==> src/rtl/pixel_stream_pkg.sv <==
// Shared definitions for the packed 24-bit RGB pixel stream.
// Used by the pixel generator, its packer and pixel_unpacker.
//   X_SIZE_DEF / Y_SIZE_DEF : default frame geometry
//   R_LANE / G_LANE / B_LANE: byte position of each colour inside a pixel
//   TKEEP_FULL              : only legal tkeep value on the stream
package pixel_stream_pkg;

  localparam int unsigned X_SIZE_DEF = 640;
  localparam int unsigned Y_SIZE_DEF = 480;

  localparam int unsigned R_LANE = 0;
  localparam int unsigned G_LANE = 1;
  localparam int unsigned B_LANE = 2;

  localparam logic [3:0] TKEEP_FULL = 4'hF;

  localparam int unsigned BUF_BYTES = 6;

  // Largest whole-pixel byte count not exceeding n (n is 0..7).
  function automatic logic [2:0] trunc3(input logic [2:0] n);
    if (n >= 3'd6) begin
      return 3'd6;
    end else if (n >= 3'd3) begin
      return 3'd3;
    end
    return 3'd0;
  endfunction

endpackage

==> src/rtl/byte_realign_buf.sv <==
// Six-byte shift store that realigns 4-byte stream words into 3-byte pixels.
// Oldest byte lives at index 0.
//   aclk, aresetn : clock, asynchronous active-low reset
//   pop3          : drop the three oldest bytes
//   push4         : append push_data (lane 0 first) after any pop/flush
//   flush         : discard all stored bytes before the push
//   truncate      : after the push, round count down to a whole pixel
//   head          : bytes 2..0 packed as {b2, b1, b0}
//   count         : number of stored bytes, 0..6
module byte_realign_buf
  import pixel_stream_pkg::*;
(
  input  logic        aclk,
  input  logic        aresetn,
  input  logic        pop3,
  input  logic        push4,
  input  logic        flush,
  input  logic        truncate,
  input  logic [31:0] push_data,
  output logic [23:0] head,
  output logic [2:0]  count
);

  logic [BUF_BYTES-1:0][7:0] mem_q, mem_d;
  logic [2:0]                cnt_q, cnt_d;
  logic [2:0]                base;
  logic [2:0]                off;

  always_comb begin
    mem_d = mem_q;
    cnt_d = cnt_q;
    base  = cnt_q;
    off   = '0;
    if (flush) begin
      base = '0;
    end else if (pop3) begin
      for (int unsigned i = 0; i < 3; i++) begin
        mem_d[i] = mem_q[i+3];
      end
      base = cnt_q - 3'd3;
    end
    cnt_d = base;
    if (push4) begin
      // Slot j takes word lane (j - base); negative offsets wrap above 3 and are skipped.
      for (int unsigned j = 0; j < BUF_BYTES; j++) begin
        off = 3'(j) - base;
        if (off < 3'd4) begin
          mem_d[j] = push_data[{off[1:0], 3'b000} +: 8];
        end
      end
      cnt_d = base + 3'd4;
    end
    if (truncate) begin
      cnt_d = trunc3(cnt_d);
    end
  end

  always_ff @(posedge aclk or negedge aresetn) begin
    if (!aresetn) begin
      mem_q <= '0;
      cnt_q <= '0;
    end else begin
      mem_q <= mem_d;
      cnt_q <= cnt_d;
    end
  end

  assign head  = {mem_q[2], mem_q[1], mem_q[0]};
  assign count = cnt_q;

endmodule

==> src/rtl/pixel_unpacker.sv <==
// AXI4-Stream sink recovering one 24-bit RGB pixel per transfer from the
// packed stream (4 pixels in 3 words, tuser = start of frame, tlast = end of line).
//   aclk, aresetn       : clock, asynchronous active-low reset
//   in_stream_*         : packed input stream (tdata lane 0 = oldest byte)
//   r, g, b, valid      : current pixel, handed off when valid & ready
//   sof, eol            : current pixel is first of frame / last of line
//   x, y                : coordinates of the current pixel
//   err                 : one-cycle pulse on any framing error
module pixel_unpacker
  import pixel_stream_pkg::*;
#(
  parameter int unsigned X_SIZE = X_SIZE_DEF,
  parameter int unsigned Y_SIZE = Y_SIZE_DEF
) (
  input  logic        aclk,
  input  logic        aresetn,
  input  logic [31:0] in_stream_tdata,
  input  logic [3:0]  in_stream_tkeep,
  input  logic        in_stream_tlast,
  input  logic        in_stream_tuser,
  input  logic        in_stream_tvalid,
  output logic        in_stream_tready,
  output logic [7:0]  r,
  output logic [7:0]  g,
  output logic [7:0]  b,
  output logic        valid,
  input  logic        ready,
  output logic        sof,
  output logic        eol,
  output logic [9:0]  x,
  output logic [8:0]  y,
  output logic        err
);

  localparam logic [9:0] X_LAST = 10'(X_SIZE - 1);
  localparam logic [8:0] Y_LAST = 9'(Y_SIZE - 1);

  logic        sof_pending_q, sof_pending_d;
  logic        eol_pending_q, eol_pending_d;
  logic [9:0]  x_q, x_d;
  logic [8:0]  y_q, y_d;
  logic        err_q, err_d;

  logic [23:0] head;
  logic [2:0]  cnt;
  logic        fire, accept, flush, truncate;
  logic [2:0]  cnt_after_pop, cnt_after_push;

  byte_realign_buf u_buf (
    .aclk      (aclk),
    .aresetn   (aresetn),
    .pop3      (fire),
    .push4     (accept),
    .flush     (flush),
    .truncate  (truncate),
    .push_data (in_stream_tdata),
    .head      (head),
    .count     (cnt)
  );

  assign valid = (cnt >= 3'd3);
  assign fire  = valid & ready;
  assign r     = head[8*R_LANE +: 8];
  assign g     = head[8*G_LANE +: 8];
  assign b     = head[8*B_LANE +: 8];
  assign sof   = sof_pending_q & valid;
  assign eol   = eol_pending_q & (cnt == 3'd3);
  assign x     = sof ? '0 : x_q;
  assign y     = sof ? '0 : y_q;
  assign err   = err_q;

  // A pop frees room in the same cycle, so a word can land whenever pop leaves <= 2 bytes.
  assign in_stream_tready = !eol_pending_q & ((cnt <= 3'd2) | ((cnt <= 3'd5) & fire));
  assign accept           = in_stream_tvalid & in_stream_tready;

  assign cnt_after_pop  = fire ? (cnt - 3'd3) : cnt;
  assign flush          = accept & in_stream_tuser & (cnt_after_pop != 3'd0);
  assign cnt_after_push = (flush ? 3'd0 : cnt_after_pop) + 3'd4;
  assign truncate       = accept & in_stream_tlast;

  always_comb begin
    sof_pending_d = sof_pending_q;
    eol_pending_d = eol_pending_q;
    x_d           = x_q;
    y_d           = y_q;
    err_d         = 1'b0;

    if (fire) begin
      if (eol != (x == X_LAST)) begin
        err_d = 1'b1;
      end
      // A lone sof+eol pixel ends line 0, so end-of-line takes precedence.
      if (eol) begin
        x_d = '0;
        y_d = (y == Y_LAST) ? '0 : y + 9'd1;
      end else if (sof) begin
        x_d = 10'd1;
        y_d = '0;
      end else begin
        x_d = x + 10'd1;
      end
      if (sof) begin
        sof_pending_d = 1'b0;
      end
      if (eol) begin
        eol_pending_d = 1'b0;
      end
    end

    if (accept) begin
      if (in_stream_tkeep != TKEEP_FULL) begin
        err_d = 1'b1;
      end
      if (in_stream_tuser) begin
        sof_pending_d = 1'b1;
      end
      if (flush) begin
        err_d = 1'b1;
      end
      if (in_stream_tlast) begin
        eol_pending_d = 1'b1;
        if (trunc3(cnt_after_push) != cnt_after_push) begin
          err_d = 1'b1;
        end
      end
    end
  end

  always_ff @(posedge aclk or negedge aresetn) begin
    if (!aresetn) begin
      sof_pending_q <= 1'b0;
      eol_pending_q <= 1'b0;
      x_q           <= '0;
      y_q           <= '0;
      err_q         <= 1'b0;
    end else begin
      sof_pending_q <= sof_pending_d;
      eol_pending_q <= eol_pending_d;
      x_q           <= x_d;
      y_q           <= y_d;
      err_q         <= err_d;
    end
  end

endmodule

==> config.mk <==
export PLATFORM = sky130hd
export DESIGN_NAME = pixel_unpacker
export DESIGN_NICKNAME = d
export VERILOG_FILES = /design/src/rtl/pixel_stream_pkg.sv /design/src/rtl/byte_realign_buf.sv /design/src/rtl/pixel_unpacker.sv
export SDC_FILE = /design/constraint.sdc
export NUM_CORES = 1
export LEC_CHECK = 0
export BUFFER_PORTS_ARGS = -buffer_cell sky130_fd_sc_hd__buf_4
export CAP_MARGIN = 20
export CELL_PAD_IN_SITES_DETAIL_PLACEMENT = 0
export CELL_PAD_IN_SITES_GLOBAL_PLACEMENT = 2
export CORE_AREA = 2 2 117 119
export DETAILED_ROUTE_END_ITERATION = 10
export DIE_AREA = 0 0 119 121
export GPL_ROUTABILITY_DRIVEN = 1
export HOLD_SLACK_MARGIN = 0.05
export PLACE_DENSITY = 0.86
export SYNTH_ARGS = -nofsm -noshare
export SYNTH_HDL_FRONTEND = slang
export SYNTH_HIERARCHICAL = 1
export SYNTH_SLANG_ARGS = --single-unit
==> constraint.sdc <==
create_clock -name aclk -period 9.7 [get_ports aclk]
set_clock_uncertainty 0.1 [all_clocks]
set_input_delay 0.485 -clock aclk [delete_from_list [all_inputs] [get_ports aclk]]
set_output_delay 0.485 -clock aclk [all_outputs]
set_load 0.005 [all_outputs]
==> flow_metrics.py <==
metrics = {
    "run_status": {
        "status": "finished, final reports clean",
    },
    "die": {
        "die_width_microns": 119,
        "ios": 90,
        "core_sq_um": 13100,
        "die_area_sq_um": 14400,
        "start_util_pct": 37.5,
        "fp.dieH_microns": 121,
        "fp-row-count": 42,
    },
    "global_routing": {
        "grt_pass1_wl_microns": 21400,
        "grt_pass1_vias": 3994,
        "grt_overflow": 0,
        "antenna_found_initial": 0,
        "grt_use_total_pct": 19.2,
        "grt_max_degree": 74,
    },
    "power_and_ir_drop": {
        "vdd_ir_drop_max_mv": 0.140,
        "cellPowerDensity_nw_per_um2": 375,
        "p_int_mw": 1.24,
        "power_mw": 2.18,
        "switchingPower_mw": 0.943,
        "combPwrFrac_pct": 59.8,
        "power_frac_seq_pct": 24.4,
        "leakage_nw": 2.69,
        "clkPwrFrac_pct": 15.8,
        "power_switching_share_pct": 43.3,
    },
    "timing": {
        "rsz0062_at_grt": "no",
        "fin_crit_sh_pct": 56.8,
        "finalWorstSetupSlack_ns": 4.19,
        "worstMarginPinSlew_ns": 1.08,
        "hold_viol": 0,
        "setup_viol": 0,
        "finalCriticalPeriod_ns": 5.51,
        "finalSetupTns_ns": 0,
        "relSlewSlack_pct": 27.8,
        "holdWs_ns": 0.174,
        "slew_violations": 0,
        "fmax_ghz": 0.181,
    },
    "logic_synthesis": {
        "synth_area_leaders": "dfrtp_1 (37%), mux2i_1 (10%), mux2_2 (4.1%), buf_4 (4.0%), o21ai_0 (3.8%)",
        "synth_area_sq_um": 4910,
        "netlist.area_leader.share_pct": 37.2,
        "syn_nets": 536,
        "ys_types": 63,
        "synth_common_cells": "dfrtp_1 (73), mux2i_1 (51), nand2_1 (41)",
        "yosysMostFrequentCell": "dfrtp_1",
        "synth.avg_cell_area_sq_um": 10.2,
        "yosysWarnings": 6,
        "dominantRegCellSynth": "dfrtp_1",
        "postSynthCellCount": 483,
        "synth_area_leader_cell": "dfrtp_1",
        "synth-async-reset-ratio_pct": 100,
        "ys_ff_latch": 73,
        "synth-seq-area-share_pct": 37.2,
        "synth_edf_count": 0,
    },
    "detailed_routing": {
        "dr_total_vias": 3997,
        "first_iter_violations": 373,
        "drt-total-wl_microns": 13600,
        "dr.pass1.iters": 5,
        "ant_nets": 0,
        "drc_errors": 0,
        "vias_per_cell": 5.56,
        "wl_per_cell_microns": 18.9,
    },
    "clock_network": {
        "h-tree-depth": 3,
        "cts_root_buffer": "clkbuf_16",
        "ctsLongestPathBuffers": 2,
        "insertion_delay_ns": 0.34,
        "cts_hold_buf": 0,
        "cts_tree": "built",
        "cts_buffers": 9,
        "path_clk_slew_ns": 0.06,
        "post_cts_buffers": 0,
        "cts_resized": 0,
        "clock_sinks": 73,
    },
    "setup_path": {
        "path_cells": "ha_1 -> ha_1 -> a211o_4 -> nand2_4 -> inv_2 -> o21ai_1 -> nor3b_2 -> and3_1 -> nand2b_1 -> ha_1 -> mux2_2 -> o21ai_0 -> mux2i_1",
        "worstPathMaxFanout": 24,
        "worst_ep_required_time_ns": 9.81,
        "path_class": "reg -> reg",
        "crit_family": "simple AND/OR/NAND/NOR gates",
        "crit_buf_inv": 1,
        "slowest_delay_ns": 0.95,
        "cp_slowest_cell": "ha_1",
        "path_common_cell": "ha_1",
        "start_kind": "flip-flop",
        "cp.arrival_ns": 5.62,
        "end_kind": "flip-flop",
    },
    "final_layout": {
        "drive_gt1_share_pct": 28.9,
        "instances_no_fill": 719,
        "syn2layout_area_growth_pct": 18.3,
        "final_nets": 591,
        "n_antenna_cell": 0,
        "stdcell_area_sq_um": 5810,
        "post-route-util_pct": 44.4,
    },
    "placed_design": {
        "place_hpwl_microns": 9700,
        "gp_congestion": 0.828,
        "dpl_cell_area_sq_um": 5500,
        "portBuffers": 89,
        "place_ws_ns": 4.17,
        "dp.cells": 703,
    },
    "flow_run": {
        "maxCapViolCount": 0,
    },
    "hold_path": {
        "holdCritPathClass": "in -> async",
    },
}
## power groups by stage
| stage | combinational, mW | sequential [mW] | clock [mW] |
|---|---|---|---|
| after floorplan | 1.05 | 0.496 | 0 |
| after global placement | 1.28 | 0.532 | 0 |
| after detailed placement | 1.30 | 0.535 | 0 |
| after CTS | 1.31 | 0.530 | 0.351 |
| after global routing | 1.42 | 0.548 | 0.367 |
| final | 1.30 | 0.532 | 0.344 |
## layout make-up
type / instances / area [sq um]
multi-input combinational: 345 / 2700
clock inverter: 4 / 51.3
sequential: 73 / 1830
timing repair buffer: 90 / 676
clock buffer: 12 / 256
inverter: 19 / 78.8
fill: 1233 / 7270
tap: 176 / 220
## kinds of logic after synthesis
group                    count (synthesis)  share of synthesized area [%]
buffers and inverters                   65                           7.84
XOR/XNOR                                 5                           1.04
adder cells (fa/ha/maj)                 11                           2.80
multiplexers                            85                           20.2
AND/OR/NAND/NOR                        140                           15.8
AO/OA/AOI/OAI                          104                           15.1
flip-flops                              73                           37.2
## routing by layer
| metal | part of all wire (%) | vias to the layer above | track usage (%) |
|---|---|---|---|
| li1 | - | 1870 | - |
| met4 | 2.0 | 0 | 6.99 |
| met5 | 0 | - | 0 |
| met3 | 6.4 | 21 | 4.37 |
| met2 | 47 | 148 | 31.1 |
| met1 | 44 | 1958 | 25.0 |
## cells in the final DEF (no fill, tap or decap), types with 3 or more instances in the layout
cell / n
buf_4: 90
dfrtp_1: 73
mux2i_1: 51
nand2_1: 41
o21ai_0: 37
and2_1: 21
mux2_2: 18
inv_1: 16
o221ai_1: 16
nor2_1: 14
nand2b_1: 12
ha_1: 11
or3_1: 10
clkbuf_16: 9
nand3_1: 8
a222oi_1: 8
mux4_2: 8
o21ai_2: 8
and3_1: 7
a21oi_1: 7
mux2_1: 7
nand4_1: 6
nor2b_1: 4
a21o_1: 4
o21ai_1: 3
a22o_1: 3
o31ai_1: 3
## registers in the layout, indices dropped and copies added (netlist names)
signal	count
x_q	10
u_buf/count	3
err	1
y_q	9
u_buf/head	24
u_buf/mem_q	24
sof_pending_q	1
eol_pending_q	1
## worst paths after layout
path | to | from | slack, ns | cells past startpoint
min in group aclk | sof_pending_q$_DFF_PN0_ | in_stream_tuser | 0.30 | 2
min | x_q[6]$_DFFE_PN0N_ | aresetn | 0.17 | 1
max | u_buf/head[6]$_DFF_PN0_ | u_buf/count[0]$_DFF_PN0_ | 4.19 | 13
max reg2reg | u_buf/head[6]$_DFF_PN0_ | u_buf/count[0]$_DFF_PN0_ | 4.19 | 13
max in group asynchronous | u_buf/mem_q[26]$_DFFE_PN0P_ | aresetn | 8.67 | 1
min reg2reg | u_buf/mem_q[31]$_DFFE_PN0P_ | u_buf/mem_q[31]$_DFFE_PN0P_ | 0.42 | 2
(Power assumes the default switching activity.)
